===== src/rtl/decoder_stream_arbiter_pkg.sv =====
// Shared types and helpers for the decoder stream arbiter and its round-robin picker.
`default_nettype none

package decoder_arbiter_pkg;

  typedef enum logic [0:0] {
    ARB_IDLE    = 1'b0,
    ARB_GRANTED = 1'b1
  } arb_state_t;

  // $clog2 that never returns 0, so a one-entry range still gets a 1-bit field
  function automatic int grant_width(input int n);
    return (n <= 1) ? 1 : $clog2(n);
  endfunction

endpackage

`default_nettype wire


===== src/rtl/decoder_stream_arbiter_picker.sv =====
// Combinational round-robin picker: first requester strictly after last_grant, wrapping upward.
`default_nettype none

module rr_priority_picker
  import decoder_arbiter_pkg::*;
#(
  parameter int N = 4,
  parameter int W = grant_width(N)
) (
  input  logic [N-1:0] req,
  input  logic [W-1:0] last_grant,
  output logic         found,
  output logic [W-1:0] winner
);

  logic [W-1:0] idx;

  always_comb begin
    found  = 1'b0;
    winner = '0;
    idx    = '0;
    for (int k = 1; k <= N; k++) begin
      idx = W'((int'(last_grant) + k) % N);
      if (!found && req[idx]) begin
        found  = 1'b1;
        winner = idx;
      end
    end
  end

endmodule

`default_nettype wire


===== src/rtl/decoder_stream_arbiter.sv =====
// Round-robin arbiter multiplexing N AXI-stream sources onto the Decoder input, tagging beats with dest.
`default_nettype none

module decoder_stream_arbiter
  import decoder_arbiter_pkg::*;
#(
  parameter int N_INPUTS     = 4,
  parameter int DATA_WIDTH   = 32,
  parameter int DEST_WIDTH   = 8,
  parameter int BURST_LENGTH = 0
) (
  input  logic                                 clock,
  input  logic                                 reset,
  input  logic [N_INPUTS-1:0][DATA_WIDTH-1:0]  data_in_data,
  input  logic [N_INPUTS-1:0]                  data_in_tlast,
  input  logic [N_INPUTS-1:0]                  data_in_valid,
  output logic [N_INPUTS-1:0]                  data_in_ready,
  output logic [DATA_WIDTH-1:0]                data_out_data,
  output logic [DEST_WIDTH-1:0]                data_out_dest,
  output logic                                 data_out_tlast,
  output logic                                 data_out_valid,
  input  logic                                 data_out_ready,
  input  logic [N_INPUTS-1:0]                  enable_mask,
  output logic [grant_width(N_INPUTS)-1:0]     grant_id,
  output logic                                 busy
);

  localparam int GW = grant_width(N_INPUTS);
  localparam int BW = grant_width(BURST_LENGTH + 1);
  localparam logic [BW-1:0] BURST_LAST = BW'((BURST_LENGTH > 0) ? BURST_LENGTH - 1 : 0);

  arb_state_t    state, state_next;
  logic [GW-1:0] last_grant, last_grant_next, grant_next, winner;
  logic [BW-1:0] beat_cnt, beat_next;
  logic          found, handshake, rel_now;

  rr_priority_picker #(
    .N (N_INPUTS),
    .W (GW)
  ) u_picker (
    .req        (data_in_valid & enable_mask),
    .last_grant (last_grant),
    .found      (found),
    .winner     (winner)
  );

  // Data path is a pure mux while granted; everything is forced low in IDLE
  always_comb begin
    data_out_valid = 1'b0;
    data_out_data  = '0;
    data_out_tlast = 1'b0;
    data_out_dest  = '0;
    data_in_ready  = '0;
    if (state == ARB_GRANTED) begin
      data_out_valid          = data_in_valid[grant_id];
      data_out_data           = data_in_data[grant_id];
      data_out_tlast          = data_in_tlast[grant_id];
      data_out_dest           = DEST_WIDTH'(grant_id);
      data_in_ready[grant_id] = data_out_ready;
    end
  end

  assign handshake = (state == ARB_GRANTED) && data_out_valid && data_out_ready;
  assign rel_now   = handshake &&
                     (data_out_tlast || ((BURST_LENGTH != 0) && (beat_cnt == BURST_LAST)));

  always_comb begin
    state_next      = state;
    grant_next      = grant_id;
    last_grant_next = last_grant;
    beat_next       = beat_cnt;
    case (state)
      ARB_IDLE: begin
        if (found) begin
          state_next = ARB_GRANTED;
          grant_next = winner;
          beat_next  = '0;
        end
      end
      ARB_GRANTED: begin
        if (rel_now) begin
          state_next      = ARB_IDLE;
          last_grant_next = grant_id;
          beat_next       = '0;
        end else if (handshake && (BURST_LENGTH != 0)) begin
          beat_next = beat_cnt + BW'(1);
        end
      end
      default: state_next = ARB_IDLE;
    endcase
  end

  // last_grant resets to the top index so input 0 is first in line
  always_ff @(posedge clock or negedge reset) begin
    if (!reset) begin
      state      <= ARB_IDLE;
      last_grant <= GW'(N_INPUTS - 1);
      grant_id   <= '0;
      beat_cnt   <= '0;
      busy       <= 1'b0;
    end else begin
      state      <= state_next;
      last_grant <= last_grant_next;
      grant_id   <= grant_next;
      beat_cnt   <= beat_next;
      busy       <= (state_next == ARB_GRANTED);
    end
  end

endmodule

`default_nettype wire


===== config.mk =====
export PLATFORM = sky130hd
export DESIGN_NAME = decoder_stream_arbiter
export DESIGN_NICKNAME = d
export VERILOG_FILES = /design/src/rtl/decoder_stream_arbiter_pkg.sv /design/src/rtl/decoder_stream_arbiter_picker.sv /design/src/rtl/decoder_stream_arbiter.sv
export SDC_FILE = /design/constraint.sdc
export NUM_CORES = 1
export LEC_CHECK = 0
export CORE_MARGIN = 3
export CORE_UTILIZATION = 28
export CTS_CLUSTER_DIAMETER = 150
export CTS_CLUSTER_SIZE = 10
export DETAILED_ROUTE_END_ITERATION = 6
export PLACE_DENSITY = 0.87
export SLEW_MARGIN = 20
export SYNTH_ARGS = -nofsm -noshare
export SYNTH_HDL_FRONTEND = slang
export SYNTH_HIERARCHICAL = 1
export SYNTH_SLANG_ARGS = --single-unit

===== constraint.sdc =====
create_clock -name clock -period 3.45 [get_ports clock]
set_input_delay 0.345 -clock clock [delete_from_list [all_inputs] [get_ports clock]]
set_output_delay 0.345 -clock clock [all_outputs]
set_load 0.02 [all_outputs]

==> impl_metrics.csv, run 1 <==
group,metric,value,unit
floorplanning,die_x,79.3,um
worst_hold_path,hp-class,"input pin to asynchronous set/reset pin",
critical_path,required,3.11,ns
synthesis,synth_top_family_by_area,"multiplexers",
place,dp.cells,373,
floorplanning,fp.dieArea,6290,sq um
synthesis,yosysUniqueCellTypes,29,
critical_path,end_kind,"output pin",
clock_network,clkLatencyLatePin,0.22,ns
timing,period_minus_slack,2.78,ns
synthesis,synth-adder-area-share,0,%
place,dp_hpwl,5620,um
layout,post-route-util,66.1,%
power,internal_power,1350,uW
clock_network,cts-resized-gates,0,
power,p_leak,0.00123,uW
critical_path,path_buf_inv,2,
route,viasPerCell,4.82,
critical_path,crit_family,"buffers and inverters",
clock_network,cts_setup_buffers,0,
route,vias,1818,
layout,antenna_cells,0,
layout,nNetsFinal,451,
power,pwr-share-comb,87.1,%
global_route,grtUsageMet1,20.9,%
power,p_sw_share,42.3,%
layout,multi_input_comb_area,1230,sq um
timing,fin_crit_sh,80.6,%
timing,setup_viol,0,
floorplanning,initial_core_util,29.3,%
global_route,globalRouteTotalUtil,20.8,%
timing,relSlewSlack,56.5,%
synthesis,yosys.area_share.simple,22.4,%
global_route,grt_first_pass_wirelength,10000,um
timing,fin_tns_setup,0,ns
floorplanning,coreArea,5140,sq um
critical_path,crit_fanout,24,
timing,worstMarginPinSlew,0.653,ns
place,port_buffers,185,
synthesis,muxShareOfSynthArea,54.5,%
global_route,grt_use_met2,41.4,%
critical_path,startpoint_type,"flip-flop",
power,p_sw,992,uW
route,wl_per_cell,17.2,um
place,post_dp_cell_area,3350,sq um
global_route,gr-max-usage-layer,"met2",
clock_network,cts_buffer_depth,2,
timing,drv_slew,0,
synthesis,synth_warnings,6,
timing,rsz0062_at_grt,"no",
floorplanning,fp-row-count,26,
global_route,grt_util_met3,5.56,%
layout,seqCellArea,129,sq um
place,gp_congestion,0.775,
clock_network,clk_pin_slew_worst_paths,0.04,ns
layout,fill_cells,433,
synthesis,synthXorXnorAreaFrac,0,%
critical_path,crit_arrival,2.44,ns
critical_path,max_stage_delay,0.70,ns
timing,fin_skew,0.00106,ns
clock_network,cts.sink_count,5,
route,firstDrtPassIters,4,
clock_network,cts_root_buffer,"clkbuf_8",
global_route,antenna_found_initial,0,
floorplanning,fp.dieH,79.3,um
route,drt.antenna.violating_nets,0,
synthesis,synth_area,1510,sq um
clock_network,cts_hold_buf,0,
clock_network,cts.htree.levels,1,
timing,hold_viol,0,
power,ir_worst_vdd,368,uV
synthesis,ys_ff_latch,5,
global_route,grt_max_degree,25,
layout,fin_cells,377,
layout,finalInstanceArea,3400,sq um
clock_network,cts_made_buffers,3,
route,dr.first_iter.drc_count,18,
outcome,status,"complete, no violations",
layout,area_growth_syn_to_layout,126,%
critical_path,crit_path_cell_trace,"buf_12 -> mux4_2 -> and2_1 -> clkdlybuf4s50_1",
synthesis,synth_compound_area_share,3.49,%
power,seq_power_share,8.2,%
synthesis,postSynthAreaPerCell,11.8,sq um
power,p_clk_share,4.7,%
route,drc,0,
clock_network,cts_tree,"yes",
synthesis,syn_inst,128,
layout,drive_above_1_share,14.7,%
route,drt_wl_total,6490,um
power,power_density,690,nW/um^2
timing,timing.fmax,0.359,GHz
critical_path,crit_slowest_cell,"dfrtp_2",
global_route,grt-ovfl-total,0,
global_route,grt_pass1_vias,1924,
synthesis,synth-seq-area-share,8.48,%
power,power,2340,uW
critical_path,critPathKind,"flip-flop to output pin",
job,cap_violations,0,
floorplanning,ios,192,
-- worst reg2reg max path, stage by stage (launching register included) --
cell and delay, ns:
dfrtp_2 0.70, mux4_1 0.68, nand4_2 0.15, mux2_1 0.34
-- final cells by class --
class | instances | share of cell area, %
Multi-Input combinational cell | 107 | 36.3
Tap cell | 70 | 2.58
Clock buffer | 4 | 1.33
Inverter | 2 | 0.221
Sequential cell | 5 | 3.80
Timing Repair Buffer | 189 | 55.8
-- power by group through the flow --
stage	Combinational [uW]	Sequential, uW	Clock, uW
2_1_floorplan	1310	140	0
3_3_place_gp	2030	194	0
3_5_place_dp	2050	196	0
4_1_cts	2060	196	115
5_1_grt	2160	210	120
6_report	2040	193	109
-- sequential cells by signal, summed over array words and instances, names as in the netlist --
| signal | cells |
|---|---|
| state | 1 |
| grant_id | 2 |
| last_grant | 2 |
-- metrics by stage --
step	hold WS (ns)	worst slack, ns
after floorplan	0.0494	1.52
after global placement	0.580	0.896
after detailed placement	0.584	0.878
after CTS	0.343	0.622
after global routing	0.358	0.510
final	0.354	0.668
-- path summary, 6_finish.rpt --
kind                                            from                   endpoint  slack [ns]  cells after the start
hold reg to reg            last_grant[0]$_DFFE_PN1P_    grant_id[1]$_DFFE_PN0P_        0.69                      4
setup / recovery             grant_id[0]$_DFFE_PN0P_          data_out_data[13]        0.67                      4
min in group clock         last_grant[0]$_DFFE_PN1P_    grant_id[1]$_DFFE_PN0P_        0.69                      4
hold / removal                                 reset    grant_id[1]$_DFFE_PN0P_        0.35                      1
max in group asynchronous                      reset  last_grant[0]$_DFFE_PN1P_        2.84                      1
setup reg to reg             grant_id[0]$_DFFE_PN0P_  last_grant[0]$_DFFE_PN1P_        1.49                      3
-- Yosys cell counts --
library cell	count	share of area, %
o21ai_0	1	0.33
and2b_1	1	0.50
a21oi_1	2	0.67
o221ai_2	1	1.0
conb_1	1	0.25
a21oi_2	1	0.58
buf_12	3	4.0
mux2i_1	1	0.67
dfstp_2	2	3.5
inv_1	2	0.50
buf_4	6	3.0
mux2_1	2	1.5
buf_2	5	1.7
dfrtp_1	3	5.0
nand2b_1	3	1.2
clkbuf_1	4	1.0
mux4_2	31	46
nor2_1	4	1.0
mux4_1	3	5.2
o21a_1	1	0.50
and2_1	40	17
nand4_2	1	0.83
buf_6	1	0.75
a31oi_1	1	0.42
nand3_1	1	0.33
nand2_1	3	0.75
nor2b_1	1	0.42
nor3_1	2	0.67
mux2_2	1	0.75
-- layout by cell type, fill, tap and decap left out, drive strengths merged --
cell           netlist  routed
dfstp                2       2
conb                 1       6
nand2b               3       3
mux2                 3       3
and2b                1       1
dfrtp                3       3
nor2                 4       4
nor2b                1       1
mux4                34      34
clkdlybuf4s50        0     185
o21a                 1       1
nand3                1       1
and2                40      40
o21ai                1       1
a21oi                3       3
nand4                1       1
inv                  2       2
buf                 15       4
nand2                3       3
mux2i                1       1
nor3                 2       2
o221ai               1       1
clkbuf               4       4
a31oi                1       1
-- layer usage --
layer,routed length [um],share of wire (%)
met5,0,0
met4,99,1.5
met3,636,9.8
met2,3600,56
met1,2150,33
-- cell families (layout without fill, tap and decap cells) --
family	count (synthesis)	in the layout
AOI/OAI and AO/OA	7	7
buffers and inverters	21	195
DFF	5	5
muxes	38	38
other	1	6
and+or+nand+nor	56	56
Note: power is estimated with default switching activity, not from simulation.
==> run 2: changes to the inputs <==
CORE_UTILIZATION = 26   (was 28)
PLACE_DENSITY = 0.82   (was 0.87)
clock period = 2.8 ns   (was 3.45 ns; I/O delays follow)
==> run 2 against run 1 <==
Effect of this change:
- clock skew barely moved
- critical path depth did not move
- final cell count rose by 0.80%
- combinational power rose by 28%
- sequential power barely moved
- cell area rose by 0.66%
- sequential cell count did not move
- largest power group unchanged
==> impl_metrics.csv, run 2 (synthesis gave the netlist of run 1 again) <==
group,metric,value,unit
critical_path,critPathKind,"flip-flop to output pin",
critical_path,max_stage_delay,0.54,ns
critical_path,path_buf_inv,2,
clock_network,cts.htree.levels,1,
critical_path,reg2reg_setup_slack,1.09,ns
power,seq_power_share,6.4,%
clock_network,cts_buffer_depth,2,
critical_path,startpoint_type,"flip-flop",
critical_path,ff2ff_path_depth,3,
route,firstDrtPassIters,4,
timing,fin_skew,0.00146,ns
place,pre_cts_slack,0.527,ns
layout,area_growth_syn_to_layout,127,%
global_route,globalRouteTotalUtil,19.5,%
route,wl_per_cell,18.1,um
place,dp_hpwl,5910,um
floorplanning,die_x,82.1,um
route,drt.antenna.violating_nets,0,
critical_path,required,2.52,ns
route,viasPerCell,4.79,
clock_network,cts_tree,"yes",
route,drc,0,
clock_network,cts.sink_count,5,
floorplanning,initial_core_util,27.2,%
worst_hold_path,hp-class,"input pin to asynchronous set/reset pin",
job,cap_violations,0,
global_route,grt-ovfl-total,0,
timing,hold_viol,0,
global_route,grt_pass1_vias,1908,
timing,rsz0062_at_grt,"no",
power,p_leak,0.00124,uW
timing,hold_slack,0.281,ns
critical_path,end_kind,"output pin",
route,vias,1819,
critical_path,startpoint,"grant_id[0]$_DFFE_PN0P_",
layout,drive_above_1_share,14.9,%
critical_path,reg2reg_from,"grant_id[0]$_DFFE_PN0P_",
timing,fin_crit_sh,88.6,%
power,pwr-share-comb,88.9,%
layout,top_regs,"grant_id x2, last_grant x2, state x1",
global_route,grt_first_pass_wirelength,9870,um
power,power,2940,uW
outcome,status,"complete, no violations",
floorplanning,fp-row-count,27,
critical_path,crit_fanout,18,
critical_path,crit_end,"data_out_data[26]",
critical_path,crit_path_cell_trace,"buf_12 -> mux4_2 -> and2_1 -> clkdlybuf4s50_1",
power,p_sw,1240,uW
clock_network,cts_root_buffer,"clkbuf_8",
timing,drv_slew,0,
timing,finalWorstSetupSlack,0.320,ns
clock_network,cts_made_buffers,3,
floorplanning,fp.dieH,82.1,um
global_route,antenna_found_initial,0,
clock_network,clkLatencyLatePin,0.22,ns
floorplanning,ios,192,
clock_network,cts_setup_buffers,0,
layout,final_cell_mix,"185 x clkdlybuf4s50_1, 40 x and2_1, 31 x mux4_2",
power,p_clk_share,4.6,%
layout,mostFrequentLayoutCell,"clkdlybuf4s50_1",
global_route,grt_max_degree,33,
power,internal_power,1700,uW
clock_network,clk_pin_slew_worst_paths,0.04,ns
floorplanning,coreArea,5540,sq um
power,p_sw_share,42.3,%
place,port_buffers,185,
critical_path,r2r-end,"last_grant[1]$_DFFE_PN1P_",
power,power_density,860,nW/um^2
clock_network,cts_hold_buf,0,
route,drt_wl_total,6880,um
clock_network,cts-resized-gates,0,
route,dr.first_iter.drc_count,51,
critical_path,crit_slowest_cell,"clkdlybuf4s50_1",
timing,timing.fmax,0.403,GHz
place,gp_congestion,0.795,
critical_path,crit_cells,4,
critical_path,crit_family,"buffers and inverters",
timing,fin_tns_setup,0,ns
floorplanning,fp.dieArea,6740,sq um
power,ir_worst_vdd,473,uV
timing,period_minus_slack,2.48,ns
critical_path,crit_arrival,2.20,ns
timing,setup_viol,0,
layout,antenna_cells,0,
layout,nNetsFinal,452,
## run 2: cell count changes in the layout (fill, tap and decap cells not counted)
cell    previous run  this run
buf_12             1         2
## run 2: stage by stage
| step | util (%) | area, sq um | instances |
|---|---|---|---|
| after floorplan | - | 1520 | 133 |
| after global placement | 60.9 | 3370 | 376 |
| after detailed placement | 60.9 | 3370 | 376 |
| after CTS | 61.7 | 3420 | 380 |
| after global routing | 61.7 | 3420 | 380 |
| final | 61.7 | 3420 | 380 |
## run 2: worst min path at each step
stage,depth (start not counted),from,slack [ns],to
6_report,1,reset,0.28,grant_id[1]$_DFFE_PN0P_
5_1_grt,1,reset,0.29,grant_id[0]$_DFFE_PN0P_
4_1_cts,1,reset,0.28,grant_id[1]$_DFFE_PN0P_
3_5_place_dp,1,reset,0.52,grant_id[1]$_DFFE_PN0P_
3_3_place_gp,1,reset,0.51,grant_id[1]$_DFFE_PN0P_
2_1_floorplan,0,reset,-0.02,grant_id[0]$_DFFE_PN0P_
## run 2: routing by layer
layer | routed length (um) | global-route usage, % | vias to the layer above | part of all wire, %
met3 | 766 | 5.15 | 7 | 11
met2 | 3640 | 37.9 | 96 | 53
met5 | 0 | 0 | - | 0
met1 | 2420 | 21.0 | 875 | 35
met4 | 47 | 3.32 | 0 | 0.68
li1 | - | - | 841 | -
## run 2: power by group through the flow
stage	combinational, uW	sequential, uW	clock [uW]
global placement	2610	187	0
global route	2780	200	147
finish	2610	190	136
CTS	2640	192	139
floorplan	1610	172	0
detailed placement	2640	192	0
## run 2: final cells by class
class                   instances  area (sq um)
multi-input cells             107          1230
flip-flops and latches          5           129
well taps                      72          90.1
clock buffers                   4          45.0
inverters                       2          7.51
repair buffers                190          1910
fillers                       479          2120
==> run 3: changes to the inputs <==
CORE_UTILIZATION = 28   (was 26)
PLACE_DENSITY = 0.87   (was 0.82)
clock period = 3.1 ns   (was 2.8 ns; I/O delays follow)
==> run 3 against run 2 <==
Effect of this change:
- global-route usage is 1.1 points higher
- utilization grew 4.5 points
- total power shrank 11%
- critical path type unchanged
- largest cell class unchanged
==> impl_metrics.csv, run 3 (synthesis gave the netlist of run 1 again) <==
group,metric,value,unit
outcome,status,"complete, no violations",
floorplanning,fp.dieArea,6290,sq um
power,ir_worst_vdd,456,uV
critical_path,crit_path_cell_trace,"buf_4 -> mux4_2 -> and2_1 -> clkdlybuf4s50_1",
floorplanning,initial_core_util,29.3,%
layout,mostFrequentLayoutCell,"clkdlybuf4s50_1",
global_route,globalRouteTotalUtil,20.5,%
route,wl_per_cell,17.5,um
critical_path,required,2.79,ns
clock_network,cts_setup_buffers,0,
critical_path,crit_fanout,14,
clock_network,cts.htree.levels,1,
timing,hold_viol,0,
route,firstDrtPassIters,4,
layout,nNetsFinal,452,
place,port_buffers,185,
global_route,grt_pass1_vias,1988,
layout,area_growth_syn_to_layout,126,%
layout,drive_above_1_share,14.9,%
layout,antenna_cells,0,
job,cap_violations,0,
clock_network,cts_made_buffers,3,
critical_path,crit_arrival,2.27,ns
global_route,antenna_found_initial,0,
clock_network,clk_pin_slew_worst_paths,0.03,ns
floorplanning,ios,192,
timing,timing.fmax,0.388,GHz
place,dp_hpwl,5740,um
clock_network,cts_buffer_depth,2,
place,gp_congestion,0.921,
critical_path,startpoint_type,"flip-flop",
layout,seqCellArea,129,sq um
timing,fin_crit_sh,83.2,%
layout,top_regs,"grant_id x2, last_grant x2, state x1",
route,viasPerCell,4.79,
route,drt.antenna.violating_nets,0,
global_route,grt-ovfl-total,0,
route,drc,0,
power,p_leak,0.00124,uW
floorplanning,fp-row-count,26,
clock_network,cts_hold_buf,0,
timing,period_minus_slack,2.58,ns
power,power_density,768,nW/um^2
layout,multi_input_comb_area,1230,sq um
clock_network,clkLatencyLatePin,0.22,ns
timing,hold_slack,0.308,ns
timing,rsz0062_at_grt,"no",
route,drt_wl_total,6600,um
global_route,grt_max_degree,41,
floorplanning,coreArea,5140,sq um
global_route,grt_first_pass_wirelength,9990,um
timing,drv_slew,0,
floorplanning,die_x,79.3,um
critical_path,end_kind,"output pin",
layout,final_cell_mix,"185 x clkdlybuf4s50_1, 40 x and2_1, 31 x mux4_2",
floorplanning,fp.dieH,79.3,um
critical_path,critPathKind,"flip-flop to output pin",
clock_network,cts.sink_count,5,
timing,fin_skew,0.00276,ns
worst_hold_path,hp-class,"input pin to asynchronous set/reset pin",
route,dr.first_iter.drc_count,38,
timing,fin_tns_setup,0,ns
route,vias,1811,
clock_network,cts_root_buffer,"clkbuf_8",
critical_path,ff2ff_path_depth,3,
clock_network,cts-resized-gates,0,
layout,fill_cells,402,
critical_path,crit_slowest_cell,"clkdlybuf4s50_1",
critical_path,max_stage_delay,0.53,ns
timing,setup_viol,0,
clock_network,cts_tree,"yes",
run 3: cell counts in the layout (fill, tap and decap cells not counted):
Identical to the previous run, type by type.
run 3: final timing paths:
check | end | startpoint | slack (ns)
max reg2reg | last_grant[0]$_DFFE_PN1P_ | grant_id[0]$_DFFE_PN0P_ | 1.34
max | data_out_data[21] | grant_id[0]$_DFFE_PN0P_ | 0.52
max in group asynchronous | last_grant[0]$_DFFE_PN1P_ | reset | 2.54
min reg2reg | grant_id[0]$_DFFE_PN0P_ | last_grant[0]$_DFFE_PN1P_ | 0.66
min | grant_id[1]$_DFFE_PN0P_ | reset | 0.31
min in group clock | grant_id[0]$_DFFE_PN0P_ | last_grant[0]$_DFFE_PN1P_ | 0.66
run 3: layout make-up:
cell class | instances | share of cell area [%]
timing repair buffer | 190 | 55.9
multi-input combinational | 107 | 36.2
sequential | 5 | 3.79
tap | 70 | 2.57
clock buffer | 4 | 1.32
inverter | 2 | 0.221
run 3: routing by layer:
| metal | part of all wire (%) | GRT usage (%) | up-vias |
|---|---|---|---|
| li1 | - | - | 843 |
| met1 | 33 | 20.6 | 844 |
| met2 | 54 | 40.6 | 112 |
| met3 | 9.9 | 5.67 | 12 |
| met4 | 2.3 | 5.84 | 0 |
| met5 | 0 | 0 | - |
run 3: worst max-delay path: cells and delay by family, from the launching register on:
| family | cells | cell delay (ns) |
|---|---|---|
| mux | 1 | 0.52 |
| buf+inv | 2 | 0.83 |
| flops | 1 | 0.52 |
| simple gates | 1 | 0.17 |
run 3: through the flow:
stage          power (uW)  utilization (%)  instances  area (sq um)  setup slack [ns]
2_1_floorplan        1610                -        133          1520              1.21
3_3_place_gp         2490             65.3        374          3360             0.743
3_5_place_dp         2520             65.3        374          3360             0.726
4_1_cts              2650             66.2        378          3400             0.488
5_1_grt              2770             66.2        378          3400             0.415
6_report             2610             66.2        378          3400             0.521
run 3: power by group:
group / leakage (uW) / switching, uW / total [uW] / internal [uW]
Clock: 0.0000228 / 32.2 / 120 / 88.3
Sequential: 0.0000541 / 54.3 / 160 / 106
Combinational: 0.00116 / 1010 / 2330 / 1320
Total: 0.00124 / 1100 / 2610 / 1520
==> patch 1, RTL diff (flow settings as in run 2) <==
Set the parameter `DATA_WIDTH` to 16 (it was 32).
--- a/src/rtl/decoder_stream_arbiter.sv
+++ b/src/rtl/decoder_stream_arbiter.sv
@@ -5,7 +5,7 @@
   import decoder_arbiter_pkg::*;
 #(
   parameter int N_INPUTS     = 4,
-  parameter int DATA_WIDTH   = 32,
+  parameter int DATA_WIDTH   = 16,
   parameter int DEST_WIDTH   = 8,
   parameter int BURST_LENGTH = 0
 ) (
Interface: changed (resized data_in_data and data_out_data); port bits go from 192 to 112. No check against the original RTL was run, so the function may have changed too.
==> patch 1 against run 2 <==
Fmax down 4.0%. Sequential cell count unchanged. Area after synthesis down 36%. Critical path type unchanged. Synthesized cell count is 30% lower. Total power fell by 38%. Wire length shrank 45%. Cell area is 39% lower. Setup slack got worse by 0.10 ns.
==> patch 1: results (changes against run 2) <==
- Outcome: finished clean
- Total global-route track usage: 16.2% (-3.3 points)
- Clock Skew: 0.00341 ns (+0.00195 ns)
- Vias per inst: 4.67 (-2.5%)
- Place WS: 0.432 ns (-0.0949 ns)
- PortBufs: 105 (-43%)
- CP max-delay cell: dfrtp_1
- Vias in the first global route: 1162 (-39%)
- IR drop worst, VDD: 0.334 mV (-29%)
- Crit Path Max Fanout: 24 (+6)
- FF-to-FF End: last_grant[0]$_DFFE_PN1P_
- First-pass GRT wire length: 5590 um (-43%)
- CP max stage delay: 0.93 ns (+0.39 ns)
- Register area share after synthesis: 13.2% (+4.7 points)
- Placed insts: 236 (-37%)
- Delay-heaviest family, CP: flip-flops
- Reg-to-reg setup timing slack: 0.84 ns (-0.25 ns)
- Hold WS: 0.274 ns (-0.00621 ns)
- Complex-gate fraction of the synthesized area: 5.44% (+1.9 points)
- Post-synthesis mux area share: 46.5% (-8.0 points)
- Synth area leaders: mux4_2, and2_1, dfrtp_1
- Gpl congestion: 0.712 (-10%)
- Initial drt markers: 45 (-12%)
- Wirelength per Cell: 15.7 um (-13%)
- Syn Inst Count: 90 (-30%)
- Fillers: 287 (-40%)
- DP HPWL: 3160 um (-47%)
- Lkg Pwr: 0.763 nW (-38%)
- Layout cells sized above 1: 15.5% (+0.53 points)
- Pin count of the biggest net entering global routing: 27 (-18%)
## patch 1: cell types whose count changed in the layout (fill, tap and decap cells not counted)
cell             before  now
clkdlybuf4s50_1     185  105
and2_1               40   24
mux4_2               31   18
mux4_1                3    0
buf_12                2    0
dfrtp_1               2    3
dfrtp_2               1    0
## patch 1: how the worst max path moves through the flow
stage,startpoint,endpoint,slack (ns),cells after the start
floorplan,grant_id[0]$_DFFE_PN0P_,data_out_data[0],0.97,4
global placement,grant_id[1]$_DFFE_PN0P_,data_out_tlast,0.48,3
detailed placement,grant_id[1]$_DFFE_PN0P_,data_out_valid,0.43,3
CTS,grant_id[1]$_DFFE_PN0P_,data_out_valid,0.20,3
global route,grant_id[1]$_DFFE_PN0P_,data_out_valid,0.1,3
finish,grant_id[1]$_DFFE_PN0P_,data_out_valid,0.22,3
## patch 1: cell type report
type,count,area (um2),area share [%]
Clock buffer,4,45.0,2.17
Tap cell,46,57.6,2.78
Inverter,2,7.51,0.362
Sequential cell,5,128,6.16
Timing Repair Buffer,108,1070,51.8
Multi-Input combinational cell,75,761,36.7
## patch 1: power breakdown
group	switching [W]	total (W)	internal [W]
Clock	0.0000363	0.000134	0.0000978
Sequential	0.000128	0.000243	0.000114
Combinational	0.000596	0.00144	0.000849
## patch 1: layer usage
layer  wire, um  global-route usage, %  share of wire [%]
met1       1290                   17.5                 34
met2       1970                   30.6                 52
met3        504                   5.23                 13
met4         17                   3.04               0.45
met5          0                      0                  0
## patch 1: metrics by stage
step	area, um2	total power [W]
2_1_floorplan	985	0.00108
3_3_place_gp	2030	0.00168
3_5_place_dp	2030	0.00170
4_1_cts	2070	0.00185
5_1_grt	2070	0.00195
6_report	2070	0.00182
==> patch 2, RTL diff (settings of run 2) <==
Without the edit above. Reset style: synchronous (`reset`), changed in one clocked block.
--- a/src/rtl/decoder_stream_arbiter.sv
+++ b/src/rtl/decoder_stream_arbiter.sv
@@ -91,7 +91,7 @@
   end
 
   // last_grant resets to the top index so input 0 is first in line
-  always_ff @(posedge clock or negedge reset) begin
+  always_ff @(posedge clock) begin
     if (!reset) begin
       state      <= ARB_IDLE;
       last_grant <= GW'(N_INPUTS - 1);
Check against the original RTL: differs if reset is asserted again (counterexample within 4 cycles, from zero or initial values and one cycle with reset low); with reset held inactive, the same outputs for 10 cycles.
==> patch 2 against run 2 <==
Non-clock buffer count up 2. Sequential cell count unchanged. Via count increased by 0.99%. Global-route usage about the same. Die area shrank 2.2%. Area after synthesis down 2.4%. Cell area about the same. Final cell count increased by 2.6%. Setup slack improved by 0.10 ns. Wire length is 0.52% higher. Critical path type unchanged.
Power is left out: it rests on default switching activity, and per cell area and clock period it moved more than threefold.
==> patch 2: results (changes against run 2) <==
- Max Root-Sink Buffers: 2 (unchanged)
- Critical Path Source: grant_id[0]$_SDFFE_PN0P_
- Crit Path Max Fanout: 13 (-5)
- Outcome: finished clean
- Synth unique cells: 29 (unchanged)
- Register area share after synthesis: 6.81% (-1.7 points)
- Nets: 464 (+2.7%)
- DR pass1 iterations: 4 (unchanged)
- Ys flop type: dfxtp_1
- HP Class: flop to flop
- FF-to-FF End: last_grant[0]$_SDFFE_PN1P_
- Detailed Route WL: 6920 um (+0.52%)
- Arrival time worst endpoint: 2.10 ns (-0.10 ns)
- Synth area leaders: mux4_2, and2_1, dfxtp_1
- Pin count of the biggest net entering global routing: 27 (-18%)
- Reg-to-reg setup timing slack: 1.08 ns
- Post-synth top cells: and2_1, mux4_2, nor2_1
- Cells on worst reg2reg path: 4 (+1)
- Fillers: 450 (-6.1%)
- Via count: 1837 (+0.99%)
- Initial drt markers: 46 (-9.8%)
- Clock Skew: 0.000687 ns (-0.000769 ns)
- Gpl congestion: 0.791 (-0.52%)
- N_diodes: 0 (unchanged)
- Total global-route track usage: 19.5% (+0.050 points)
- Post-synth ARST share: 0% (-100 points)
- Layout cells sized above 1: 15.3% (+0.38 points)
- Warning count from the yosys run: 6 (unchanged)
- First-pass GRT wire length: 9920 um (+0.50%)
[patch 2: cell types whose count changed in the layout (fill, tap and decap cells not counted), sizes merged, moves of 2 or more]
cell / before / now
dfxtp: 0 / 5
inv: 2 / 4
nor2: 4 / 9
mux2: 3 / 0
dfstp: 2 / 0
buf: 5 / 7
dfrtp: 3 / 0
mux2i: 1 / 5
nor3: 2 / 0
[patch 2: kinds of logic (layout without fill, tap and decap cells)]
kind of cell,Yosys count,after routing,share of synthesized area (%)
other,1,6,0.255
DFF,5,5,6.81
and+or+nand+nor,61,61,24.3
muxes,38,38,54.0
AOI/OAI and AO/OA,10,10,5.54
buffers and inverters,23,200,9.11
[patch 2: stage by stage]
| stage | worst slack, ns | util [%] | instance area [um2] | cells | hold WS [ns] |
|---|---|---|---|---|---|
| detailed placement | 0.577 | 64.1 | 3380 | 386 | 0.575 |
| global placement | 0.589 | 64.1 | 3380 | 386 | 0.560 |
| global route | 0.334 | 64.9 | 3420 | 390 | 0.632 |
| floorplan | 0.916 | - | 1490 | 143 | 0.369 |
| CTS | 0.391 | 64.9 | 3420 | 390 | 0.588 |
| finish | 0.422 | 64.9 | 3420 | 390 | 0.587 |
[patch 2: worst max path at each step]
stage,depth (start not counted),slack (ns),end
after floorplan,4,0.92,data_out_data[10]
after global placement,4,0.59,data_out_valid
after detailed placement,4,0.58,data_out_valid
after CTS,4,0.39,data_out_valid
after global routing,4,0.33,data_out_valid
final,4,0.42,data_out_valid
[patch 2: layout make-up]
cell class | count | share of cell area (%)
Clock buffer | 4 | 1.32
Tap cell | 70 | 2.56
Multi-Input combinational cell | 115 | 36.6
Timing Repair Buffer | 192 | 56.0
Inverter | 4 | 0.439
Sequential cell | 5 | 3.00
[patch 2: worst max-delay path, stage by stage, from the launching register on]
cell	delay, ns
dfxtp_2	0.35
buf_4	0.24
mux4_2	0.57
and2_1	0.18
clkdlybuf4s50_1	0.54
[patch 2: metal layers]
layer  routed length, um  part of all wire, %  vias to the layer above  GRT usage, %
met4                   0                    0                        0             0
met3                 722                   10                        0          5.43
li1                    -                    -                      872             -
met1                2350                   34                      875          20.8
met2                3840                   56                       90          39.8
met5                   0                    0                        -             0
